`config.mk`:
```
export PLATFORM = sky130hd
export DESIGN_NAME = bictr_sweep_ctrl
export DESIGN_NICKNAME = d
export VERILOG_FILES = /design/src/rtl/bictr_sweep_ctrl.sv
export SDC_FILE = /design/constraint.sdc
export NUM_CORES = 1
export LEC_CHECK = 0
export BUFFER_PORTS_ARGS = -buffer_cell sky130_fd_sc_hd__buf_2
export CAP_MARGIN = 20
export CORE_UTILIZATION = 52
export CTS_CLUSTER_SIZE = 16
export DETAILED_ROUTE_END_ITERATION = 8
export PLACE_DENSITY = 0.79
export SYNTH_ARGS = -nofsm -noshare
export SYNTH_HDL_FRONTEND = slang
export SYNTH_SLANG_ARGS = --single-unit
```
`constraint.sdc`:
```
create_clock -name clk -period 4.7 [get_ports clk]
set_input_delay 0.47 -clock clk [delete_from_list [all_inputs] [get_ports clk]]
set_output_delay 0.47 -clock clk [all_outputs]
set_load 0.005 [all_outputs]
```
`src/rtl/bictr_sweep_ctrl.sv`:
```
// Triangle-sweep master for the up/down counter with dynamic count-to.
// Runs lo->hi->lo sweeps with endpoint dwell, stopping on tercnt only.
module bictr_sweep_ctrl #(
  parameter int WIDTH = 4,
  parameter int DWELL = 2
) (
  input  logic             clk,
  input  logic             reset,
  input  logic             start,
  input  logic             abort,
  input  logic [WIDTH-1:0] cmd_lo,
  input  logic [WIDTH-1:0] cmd_hi,
  input  logic [3:0]       cmd_cycles,
  output logic             busy,
  output logic             done,
  output logic             err,
  output logic [3:0]       sweep_cnt,
  output logic             ctr_load,
  output logic [WIDTH-1:0] ctr_data,
  output logic             ctr_cen,
  output logic             ctr_up_dn,
  output logic [WIDTH-1:0] ctr_count_to,
  input  logic [WIDTH-1:0] ctr_count,
  input  logic             ctr_tercnt
);

  typedef enum logic [2:0] {
    S_IDLE,
    S_LOAD,
    S_UP,
    S_DWELL_HI,
    S_DOWN,
    S_DWELL_LO,
    S_DONE
  } state_t;

  state_t           state_q;
  state_t           state_d;
  logic [WIDTH-1:0] lo_q;
  logic [WIDTH-1:0] hi_q;
  logic [3:0]       cycles_q;
  logic [3:0]       sweep_q;
  logic [3:0]       dwell_q;
  logic             up_q;
  logic             err_q;
  logic             busy_q;
  logic             accept;
  logic             reject;
  logic             sweep_inc;
  logic             in_dwell;
  logic             dwell_end;
  logic             cmd_ok;
  logic             unused_dbg;

  // Count value is debug visibility only; tercnt alone steers the FSM.
  assign unused_dbg = ^ctr_count;

  assign cmd_ok    = (cmd_lo < cmd_hi) && (cmd_cycles != 4'd0);
  assign in_dwell  = (state_q == S_DWELL_HI) ||
                     (state_q == S_DWELL_LO);
  assign dwell_end = dwell_q == 4'(DWELL - 1);

  always_comb begin
    state_d      = state_q;
    ctr_load     = 1'b0;
    ctr_data     = '0;
    ctr_cen      = 1'b0;
    ctr_count_to = '0;
    sweep_inc    = 1'b0;
    accept       = 1'b0;
    reject       = 1'b0;
    unique case (state_q)
      S_IDLE: begin
        if (start) begin
          if (cmd_ok) begin
            accept  = 1'b1;
            state_d = S_LOAD;
          end else begin
            reject  = 1'b1;
          end
        end
      end
      S_LOAD: begin
        ctr_load     = 1'b1;
        ctr_data     = lo_q;
        ctr_count_to = hi_q;
        state_d      = S_UP;
      end
      S_UP: begin
        ctr_count_to = hi_q;
        ctr_cen      = !ctr_tercnt;
        if (ctr_tercnt) state_d = S_DWELL_HI;
      end
      S_DWELL_HI: begin
        ctr_count_to = lo_q;
        if (dwell_end) state_d = S_DOWN;
      end
      S_DOWN: begin
        ctr_count_to = lo_q;
        ctr_cen      = !ctr_tercnt;
        if (ctr_tercnt) begin
          sweep_inc = 1'b1;
          if (sweep_q + 4'd1 == cycles_q)
            state_d = S_DONE;
          else
            state_d = S_DWELL_LO;
        end
      end
      S_DWELL_LO: begin
        ctr_count_to = hi_q;
        if (dwell_end) state_d = S_UP;
      end
      S_DONE: begin
        ctr_count_to = lo_q;
        state_d      = S_IDLE;
      end
      default: state_d = S_IDLE;
    endcase
    // Abort must stop stepping in the same cycle it is seen.
    if (abort && (state_q != S_IDLE)) begin
      state_d   = S_IDLE;
      ctr_cen   = 1'b0;
      sweep_inc = 1'b0;
    end
  end

  always_ff @(posedge clk) begin
    if (!reset) begin
      state_q  <= S_IDLE;
      lo_q     <= '0;
      hi_q     <= '0;
      cycles_q <= '0;
      sweep_q  <= '0;
      dwell_q  <= '0;
      up_q     <= 1'b0;
      err_q    <= 1'b0;
      busy_q   <= 1'b0;
    end else begin
      state_q <= state_d;
      busy_q  <= state_d != S_IDLE;
      err_q   <= reject;
      if (accept) begin
        lo_q     <= cmd_lo;
        hi_q     <= cmd_hi;
        cycles_q <= cmd_cycles;
        sweep_q  <= '0;
      end else if (sweep_inc) begin
        sweep_q  <= sweep_q + 4'd1;
      end
      if (in_dwell && !dwell_end)
        dwell_q <= dwell_q + 4'd1;
      else
        dwell_q <= '0;
      if (state_d == S_UP)
        up_q <= 1'b1;
      else if (state_d == S_DOWN)
        up_q <= 1'b0;
    end
  end

  assign busy      = busy_q;
  assign done      = state_q == S_DONE;
  assign err       = err_q;
  assign sweep_cnt = sweep_q;
  assign ctr_up_dn = up_q;

endmodule

```
Yosys cells after proc, flatten, opt, wreduce, memory -nomap -nowiden:

Cells that the tools add are included.

* bits in registers: 26
* input bits: 21
* output and inout bits: 18
* logic and storage cells: 63

* add/subtract/negate cells: 2
* $lt $le $gt $ge: 1
* eq/ne operators: 10
* muxes and demuxes: 23
* bitwise gates (word level): 1
* reduce and logical (&&, ||, !) cells: 17

Operator list (count)
* 3-bit two-way mux: 7
* 3-bit case mux with 6 select lines: 1
* 3-bit equality test (second input constant): 4
* 1-bit two-way mux: 12
* 3-bit by 2-bit equality test with 1-bit output (second input constant): 3
* 4-bit by 1-bit adder with 4-bit output (second input constant): 2
* 4-bit case mux with 2 select lines: 1
* 3-bit nonzero test: 2
* 3-bit OR reduction: 2
* 4-bit by 1-bit equality test with 1-bit output (second input constant): 1
* 4-bit equality test: 1
* 4-bit less-than comparator: 1
* 4-bit two-way mux: 1
* 4-bit nonzero test: 1
* 2-bit OR reduction: 2
* 3-bit by 1-bit equality test with 1-bit output (second input constant): 1
* 1-bit logical AND: 3
* 3-bit logical NOT: 1
* 3-bit AND reduction: 1
* 1-bit logical NOT: 2
* 2-bit two-way mux: 1
* 2-bit AND reduction: 1
* 2-bit nonzero test: 1
* 1-bit logical OR: 1
* 1-bit inverter: 1

Longest topological paths before layout:

Gate-level depths: netlist of the first run.

* depth in word-level cells: 9
* gate-level depth with buffers: 8
* mapped depth without buffers: 8

Worst setup path before layout of the first run:

Ideal clock, no wire load.

* path type: input to register
* from: in cmd_hi[3]
* to: reg up_q, in the netlist ctr_up_dn
* library setup time: 0.070 ns
* arrival time: 1.816 ns
* data required time: 4.630 ns
* setup slack: 2.814 ns
* stages on the path: 7
* path buffers: 0
* cells stage by stage: inv_1 > ha_1 > o21ai_0 > o211ai_4 > a31oi_1 > or3b_1 > a21oi_1

* longest elaborated chain between the ends: 8
* elaborated cells between the ends (all ways): 10
* classes of those cells: order compare (1); eq/ne (2); mux (5); reduce/logical (2)

Ends and longest elaborated chain
* from (decl): line 12 `input logic [WIDTH-1:0] cmd_hi,`
* 4-bit less-than comparator *: line 58 `assign cmd_ok = (cmd_lo < cmd_hi) && (cmd_cycles != 4'd0);`
* 1-bit logical AND *: line 58
* 3-bit two-way mux *: line 75 `if (cmd_ok) begin`
* 3-bit two-way mux *: line 74 `if (start) begin`
* 3-bit case mux with 6 select lines *: line 72 `unique case (state_q)`
* 3-bit two-way mux *: line 120 `if (abort && (state_q != S_IDLE)) begin`
* 3-bit by 2-bit equality test with 1-bit output or 3-bit equality test (tied branches): line 154, 156
* 1-bit two-way mux or 2-bit nonzero test (tied branches)
* to (signal assigned): line 135 `up_q <= 1'b0;`
* to (signal assigned): line 155 `up_q <= 1'b1;`
* to (signal assigned): line 157 `up_q <= 1'b0;`
* to (decl): line 44 `logic up_q;`

Mark *: on every way between the ends. The rest lies on a longest branch, timed or not.
A chain may end at the register's enable or synchronous reset.

Worst setup path in the final report of the first run:

* from: reg state_q[2]
* to: out ctr_count_to[3]

* longest elaborated chain between the ends: 3
* elaborated cells between the ends (all ways): 9
* classes of those cells: eq/ne (6); mux (1); reduce/logical (2)

Ends and longest elaborated chain
* from (decl): line 37 `state_t state_q;`
* from (signal assigned): line 139 `state_q <= state_d;`
* 3-bit equality test (tied with other cells): line 72
* 3-bit OR reduction (no source line)
* 4-bit case mux with 2 select lines *: line 72
* to (decl): line 22 `output logic [WIDTH-1:0] ctr_count_to,`

Marked as above.

==> results.json, run 1 <==
{
  "grt_use_total_pct": 23.0,
  "synth.area.top_cells": "dfxtp_1 (38%), nor2_1 (8.7%), mux2i_1 (7.2%), ha_1 (5.4%), xnor2_1 (3.2%)",
  "dpl-instance-area_sq_um": 1560,
  "yosysSeqAreaShare_pct": 37.5,
  "cts-htree-levels": 1,
  "rsz0062_at_grt": "false",
  "synth_top_area_share_pct": 37.5,
  "path_buf_inv": 2,
  "dp_hpwl_mm": 2.27,
  "ant_nets": 0,
  "ir_drop_v": 0.000208,
  "drt_iter0_markers": 18,
  "post_cts_buffers": 0,
  "ios": 39,
  "maxCapViolCount": 0,
  "setup_viol": 0,
  "fmax_ghz": 0.442,
  "endpoint_kind": "output port",
  "synth-edff-count": 0,
  "power.density_nw_per_um2": 285,
  "wirelength_mm": 2.89,
  "critPathArrivalTime_ns": 1.79,
  "holdCritPathClass": "in2reg",
  "antenna_found_initial": 0,
  "postLayoutCellArea_sq_um": 1620,
  "die_width_microns": 53.7,
  "setup-tns-final_ns": 0,
  "synth_cells": 158,
  "synth_top_area_cell": "dfxtp_1",
  "drcViolationCount": 0,
  "crit_slowest_cell": "dfxtp_1",
  "ys_ff_latch": 26,
  "firstDrtPassIters": 4,
  "via_per_inst": 5.39,
  "avgSynthCellArea_sq_um": 8.78,
  "die_h_microns": 53.7,
  "row_count": 18,
  "grt_pass1_vias": 1221,
  "clkSlewWorstSetupHoldPaths_ns": 0.15,
  "slowest_delay_ns": 0.53,
  "finClkSkew_ns": 0.00132,
  "yosys.cell_count.top_type": "nor2_1",
  "cts_resized": 0,
  "yosys-top-cells-count": "nor2_1 (32), dfxtp_1 (26), mux2i_1 (10)",
  "ys_async_sr_fraction_pct": 0,
  "startpoint_type": "flip-flop",
  "root_buffer": "clkbuf_4",
  "worst_slew_pin_slew_ns": 0.603,
  "yosysWarnings": 0,
  "routabilityCongestion": 0.827,
  "hold_viol": 0,
  "clock_latency_ns": 0.31,
  "core_area_sq_um": 2500,
  "cts_tree": "done",
  "synth_top_flop_cell": "dfxtp_1",
  "final_nets": 218,
  "post_route_cells_drive_above_1_share_pct": 24.2,
  "wl_per_cell_microns": 13.1,
  "synth.net_count": 185,
  "dieArea_sq_um": 2880,
  "syn-cell-area_sq_um": 1390,
  "min_period_over_period_pct": 48.1,
  "initial_core_util_pct": 55.5,
  "netlist-cell-type-count": 38,
  "antenna_cells": 0,
  "cp_top_family": "compound AO/OA/AOI/OAI gates",
  "grt_first_pass_wirelength_mm": 4.88,
  "grt-ovfl-total": 0,
  "port_buffers": 34,
  "slew_headroom_pct": 59.6,
  "fin_crit_ns": 2.26,
  "grt_max_degree": 18,
  "cts_buffers": 3,
  "cts_buffer_depth": 2,
  "cts.sinks": 26,
  "syn2layout_area_growth_pct": 16.5,
  "slew_viol_final": 0,
  "holdBufCountCts": 0,
  "p_leak_uw": 0.000788,
  "cp_data_required_time_ns": 4.23,
  "run_status": "finished, final reports clean",
  "crit_path_cell_trace": "inv_2, o21ai_0, a22o_1, buf_2",
  "cp_max_fo": 9,
  "num_vias": 1185,
  "timing_worst_setup_path_type": "reg2out"
}
-- flip-flops by register name, summed over array words and instances, names as in the netlist --
name and cells:
err 1, hi_q 4, dwell_q 4, state_q 3, sweep_cnt 4, lo_q 4
cycles_q 4, ctr_up_dn 1, busy 1
-- cell families after synthesis --
kind of cell	Yosys count	synth area share, %
multiplexers	10	7.21
adder cells (fa/ha/maj)	6	5.41
AO/OA/AOI/OAI	29	15.8
flip-flops	26	37.5
buffers and inverters	12	3.88
XOR/XNOR	10	7.30
AND/OR/NAND/NOR	65	22.9
-- worst paths after layout --
kind	startpoint	endpoint	slack, ns	cells past startpoint
hold reg to reg	ctr_up_dn$_SDFFE_PN0P_	ctr_up_dn$_SDFFE_PN0P_	0.49	2
setup reg to reg	state_q[0]$_SDFF_PN0_	ctr_up_dn$_SDFFE_PN0P_	2.68	6
hold / removal	cmd_lo[0]	lo_q[0]$_SDFFE_PN0P_	0.40	3
setup / recovery	state_q[2]$_SDFF_PN0_	ctr_count_to[3]	2.44	4
-- through the flow --
stage                     hold slack (ns)  setup WS [ns]  power (uW)  instances  utilization, %
after floorplan                     0.434           2.81         291        158               -
after global placement              0.449           2.35         308        216            62.6
after detailed placement            0.462           2.30         312        216            62.6
after CTS                           0.388           2.42         464        220            64.7
after global routing                0.397           2.25         482        220            64.7
final                               0.402           2.44         461        220            64.7
-- metal layers --
metal / vias up / wire, microns / track usage, %
met2: 28 / 1500 / 40.8
met4: 0 / 39 / 10.5
met3: 7 / 96 / 3.39
met1: 544 / 1250 / 27.0
met5: - / 0 / 0
li1: 606 / - / -
-- final cells by class --
cell class	instances	area (sq um)
Fill cell	213	883
Multi-Input combinational cell	120	813
Sequential cell	26	520
Timing Repair Buffer	34	170
Tap cell	30	37.5
Clock inverter	1	30.0
Clock buffer	3	22.5
Inverter	6	22.5
-- report_power, final --
part / switching [uW] / internal (uW) / leakage, uW
Clock: 67.5 / 86.1 / 0.0000279
Sequential: 8.41 / 231 / 0.000211
Combinational: 37.2 / 30.9 / 0.000549
Total: 113 / 348 / 0.000788
-- worst min-delay path, stage by stage --
cell and delay (ns):
buf_2 0.09, mux2i_1 0.06, nor2_1 0.08
-- layout by cell type, fill, tap and decap left out, types with 2 or more instances in the layout --
cell type  count
nand2_1        6
a22o_1         4
nor3_1         5
ha_1           6
and2_1         5
nand2b_1       4
xnor2_1        5
clkbuf_4       3
xor2_1         4
dfxtp_1       26
nand3_1        3
and3_1         2
o21ai_0        7
a21oi_1        8
inv_1          5
nor2b_1        2
mux2i_1       10
buf_2         34
nor2_1        32
No activity file was read; power rests on OpenSTA's default activity.
==> inputs of run 2 (changes only) <==
--- a/config.mk
+++ b/config.mk
@@ -5,12 +5,13 @@
 export SDC_FILE = /design/constraint.sdc
 export NUM_CORES = 1
 export LEC_CHECK = 0
+export ABC_AREA = 1
 export BUFFER_PORTS_ARGS = -buffer_cell sky130_fd_sc_hd__buf_2
 export CAP_MARGIN = 20
-export CORE_UTILIZATION = 52
+export CORE_UTILIZATION = 46
 export CTS_CLUSTER_SIZE = 16
 export DETAILED_ROUTE_END_ITERATION = 8
-export PLACE_DENSITY = 0.79
+export PLACE_DENSITY = 0.74
 export SYNTH_ARGS = -nofsm -noshare
 export SYNTH_HDL_FRONTEND = slang
 export SYNTH_SLANG_ARGS = --single-unit
==> constraint.sdc (replaced) <==
create_clock -name clk -period 1.9 [get_ports clk]
set_input_delay 0.19 -clock clk [delete_from_list [all_inputs] [get_ports clk]]
set_output_delay 0.19 -clock clk [all_outputs]
set_load 0.005 [all_outputs]
==> run 2 against run 1 <==
Net effect:
- clock skew is 0.0051 ns higher
- sequential share of layout area is 0.42 points lower
- power grew to 2.7 times the previous value
- first-iteration DRC count is 78% higher
- critical endpoint is now ctr_cen
- critical path depth is 2 higher
- utilization is 5.8 points lower
- largest power group unchanged
- sequential cell count stayed put
- combinational power grew to 3.8 times the previous value
==> results.json, run 2 <==
{
  "run_status": "finished, final reports clean",
  "final_nets": 268,
  "crit_path_cell_trace": "nor2_2, nand2_1, nand2_1, nand2_1, a21oi_1, buf_2",
  "final_util_pct": 58.9,
  "ant_nets": 0,
  "clkSlewWorstSetupHoldPaths_ns": 0.14,
  "power.density_nw_per_um2": 761,
  "die_h_microns": 56.6,
  "synth_fa_ha_area_share_pct": 5.48,
  "layout_commonest_cell": "nand2_1",
  "drcViolationCount": 0,
  "fmax_ghz": 0.568,
  "ir_drop_v": 0.000492,
  "timing_worst_setup_path_type": "reg2out",
  "critPathArrivalTime_ns": 1.57,
  "use_met3_pct": 2.53,
  "cp_data_required_time_ns": 1.71,
  "power_uw": 1250,
  "firstDrtPassIters": 4,
  "synth.area.top_cells": "dfxtp_1 (38%), nand2_1 (12%), inv_1 (8.5%), a21oi_1 (6.9%), nor2_1 (6.0%)",
  "syn2layout_area_growth_pct": 19.7,
  "setup_viol": 0,
  "maxCapViolCount": 0,
  "cp_max_fo": 8,
  "p_leak_uw": 0.000815,
  "cp_common_cell": "nand2_1",
  "cts.sinks": 26,
  "grt_pass1_vias": 1118,
  "syn-cell-area_sq_um": 1370,
  "antenna_found_initial": 0,
  "slew_headroom_pct": 77.9,
  "rsz0062_at_grt": "false",
  "synth_top_area_share_pct": 38.0,
  "synth-edff-count": 0,
  "synthMuxAreaShare_pct": 0,
  "top_usage_layer": "met2",
  "antenna_cells": 0,
  "yosysWarnings": 0,
  "avgSynthCellArea_sq_um": 6.78,
  "mostFrequentLayoutCells": "nand2_1 (44), buf_2 (34), inv_1 (31)",
  "num_vias": 1336,
  "row_count": 19,
  "post_cts_buffers": 0,
  "startpoint_type": "flip-flop",
  "final_cells": 271,
  "post_route_cells_drive_above_1_share_pct": 22.1,
  "synthSimpleGateAreaFrac_pct": 29.4,
  "cts_buffers": 3,
  "synth_cells": 202,
  "wirelength_mm": 2.79,
  "yosys.cell_count.top_type": "nand2_1",
  "dieArea_sq_um": 3200,
  "drt_iter0_markers": 32,
  "grt_first_pass_wirelength_mm": 4.73,
  "slowest_delay_ns": 0.39,
  "min_from": "cmd_hi[1]",
  "ios": 39,
  "grt_use_total_pct": 18.5,
  "yosys.area_share.xor_xnor_pct": 1.92,
  "die_width_microns": 56.6,
  "dp_cells": 267,
  "root_buffer": "clkbuf_4",
  "use_met2_pct": 29.6,
  "slew_viol_final": 0,
  "initial_core_util_pct": 49.2,
  "grt-ovfl-total": 0,
  "endpoint_kind": "output port",
  "synth_top_flop_cell": "dfxtp_1",
  "cts_tree": "done",
  "fin_crit_ns": 1.76,
  "grt_max_degree": 18,
  "synth.net_count": 229,
  "hold_viol": 0,
  "setup-tns-final_ns": 0,
  "dp_hpwl_mm": 2.18,
  "synth-compound-area-share_pct": 14.7,
  "grt_use_met1_pct": 25.1,
  "holdBufCountCts": 0,
  "netlist-cell-type-count": 22,
  "cts_buffer_depth": 2,
  "postLayoutCellArea_sq_um": 1640,
  "min_period_over_period_pct": 92.6,
  "synth_top_family_by_area": "simple AND/OR/NAND/NOR gates",
  "core_area_sq_um": 2780,
  "cts-htree-levels": 1,
  "crit_slowest_cell": "dfxtp_1",
  "finClkSkew_ns": 0.00645,
  "synth_top_area_cell": "dfxtp_1",
  "ys_ff_latch": 26,
  "holdCritPathClass": "in2reg",
  "worstReg2RegStart": "sweep_cnt[1]$_SDFFE_PP0P_",
  "cts_resized": 0,
  "yosys-top-cells-count": "nand2_1 (44), inv_1 (31), dfxtp_1 (26)",
  "port_buffers": 34,
  "dpl-instance-area_sq_um": 1590,
  "via_per_inst": 4.93,
  "yosysSeqAreaShare_pct": 38.0,
  "crit_start": "state_q[1]$_SDFF_PN0_",
  "worst_slew_pin_slew_ns": 0.332,
  "ys_async_sr_fraction_pct": 0,
  "routabilityCongestion": 0.770,
  "clock_latency_ns": 0.32,
  "wl_per_cell_microns": 10.3
}
-- run 2: cell types whose count changed after synthesis, sizes merged, moves of 5 or more --
cell and change:
nand2 +41, inv +28, a21oi +11, mux2i -10, nand3 +9, and2 -6, nor2 -6, o21ai +5
-- run 2: critical path: cells and delay by family, from the launching register on --
family,cells,cell delay [ns]
flip-flops,1,0.39
buffers and inverters,1,0.14
AO/OA/AOI/OAI,1,0.15
AND/OR/NAND/NOR,4,0.58
-- run 2: kinds of logic after synthesis --
group / count (synthesis)
flops: 26
compound gates: 38
simple gates: 92
buf+inv: 37
xor+xnor: 3
fa+ha+maj: 6
-- run 2: path summary, 6_finish.rpt --
kind                       endpoint  slack, ns  depth (start not counted)
min reg2reg    hi_q[0]$_SDFFE_PN0P_       0.47                          2
min            hi_q[1]$_SDFFE_PN0P_       0.15                          3
max reg2reg  ctr_up_dn$_SDFFE_PN0P_       0.33                         13
max                         ctr_cen       0.14                          6
-- run 2: per-stage QoR --
stage | setup WS [ns] | hold WS (ns)
6_report | 0.140 | 0.149
5_1_grt | 0.0332 | 0.160
4_1_cts | 0.134 | 0.138
3_5_place_dp | 0.228 | 0.448
3_3_place_gp | 0.263 | 0.446
2_1_floorplan | 0.414 | 0.328
-- run 2: metal layers --
| layer | wire length [microns] | up-vias | part of all wire [%] |
|---|---|---|---|
| met3 | 124 | 2 | 4.5 |
| met5 | 0 | - | 0 |
| met4 | 29 | 0 | 1.0 |
| li1 | - | 724 | - |
| met1 | 1350 | 576 | 49 |
| met2 | 1280 | 34 | 46 |
-- run 2: area by class of cell --
class	instances	area [sq um]
clock inverters	1	30.0
multi-input cells	139	706
inverters	34	128
well taps	31	38.8
clock buffers	3	22.5
repair buffers	37	193
fillers	283	1140
flip-flops and latches	26	520
-- run 2: where the power goes --
group | switching (uW) | internal [uW]
registers | 21.3 | 591
clock network | 162 | 213
logic | 157 | 102
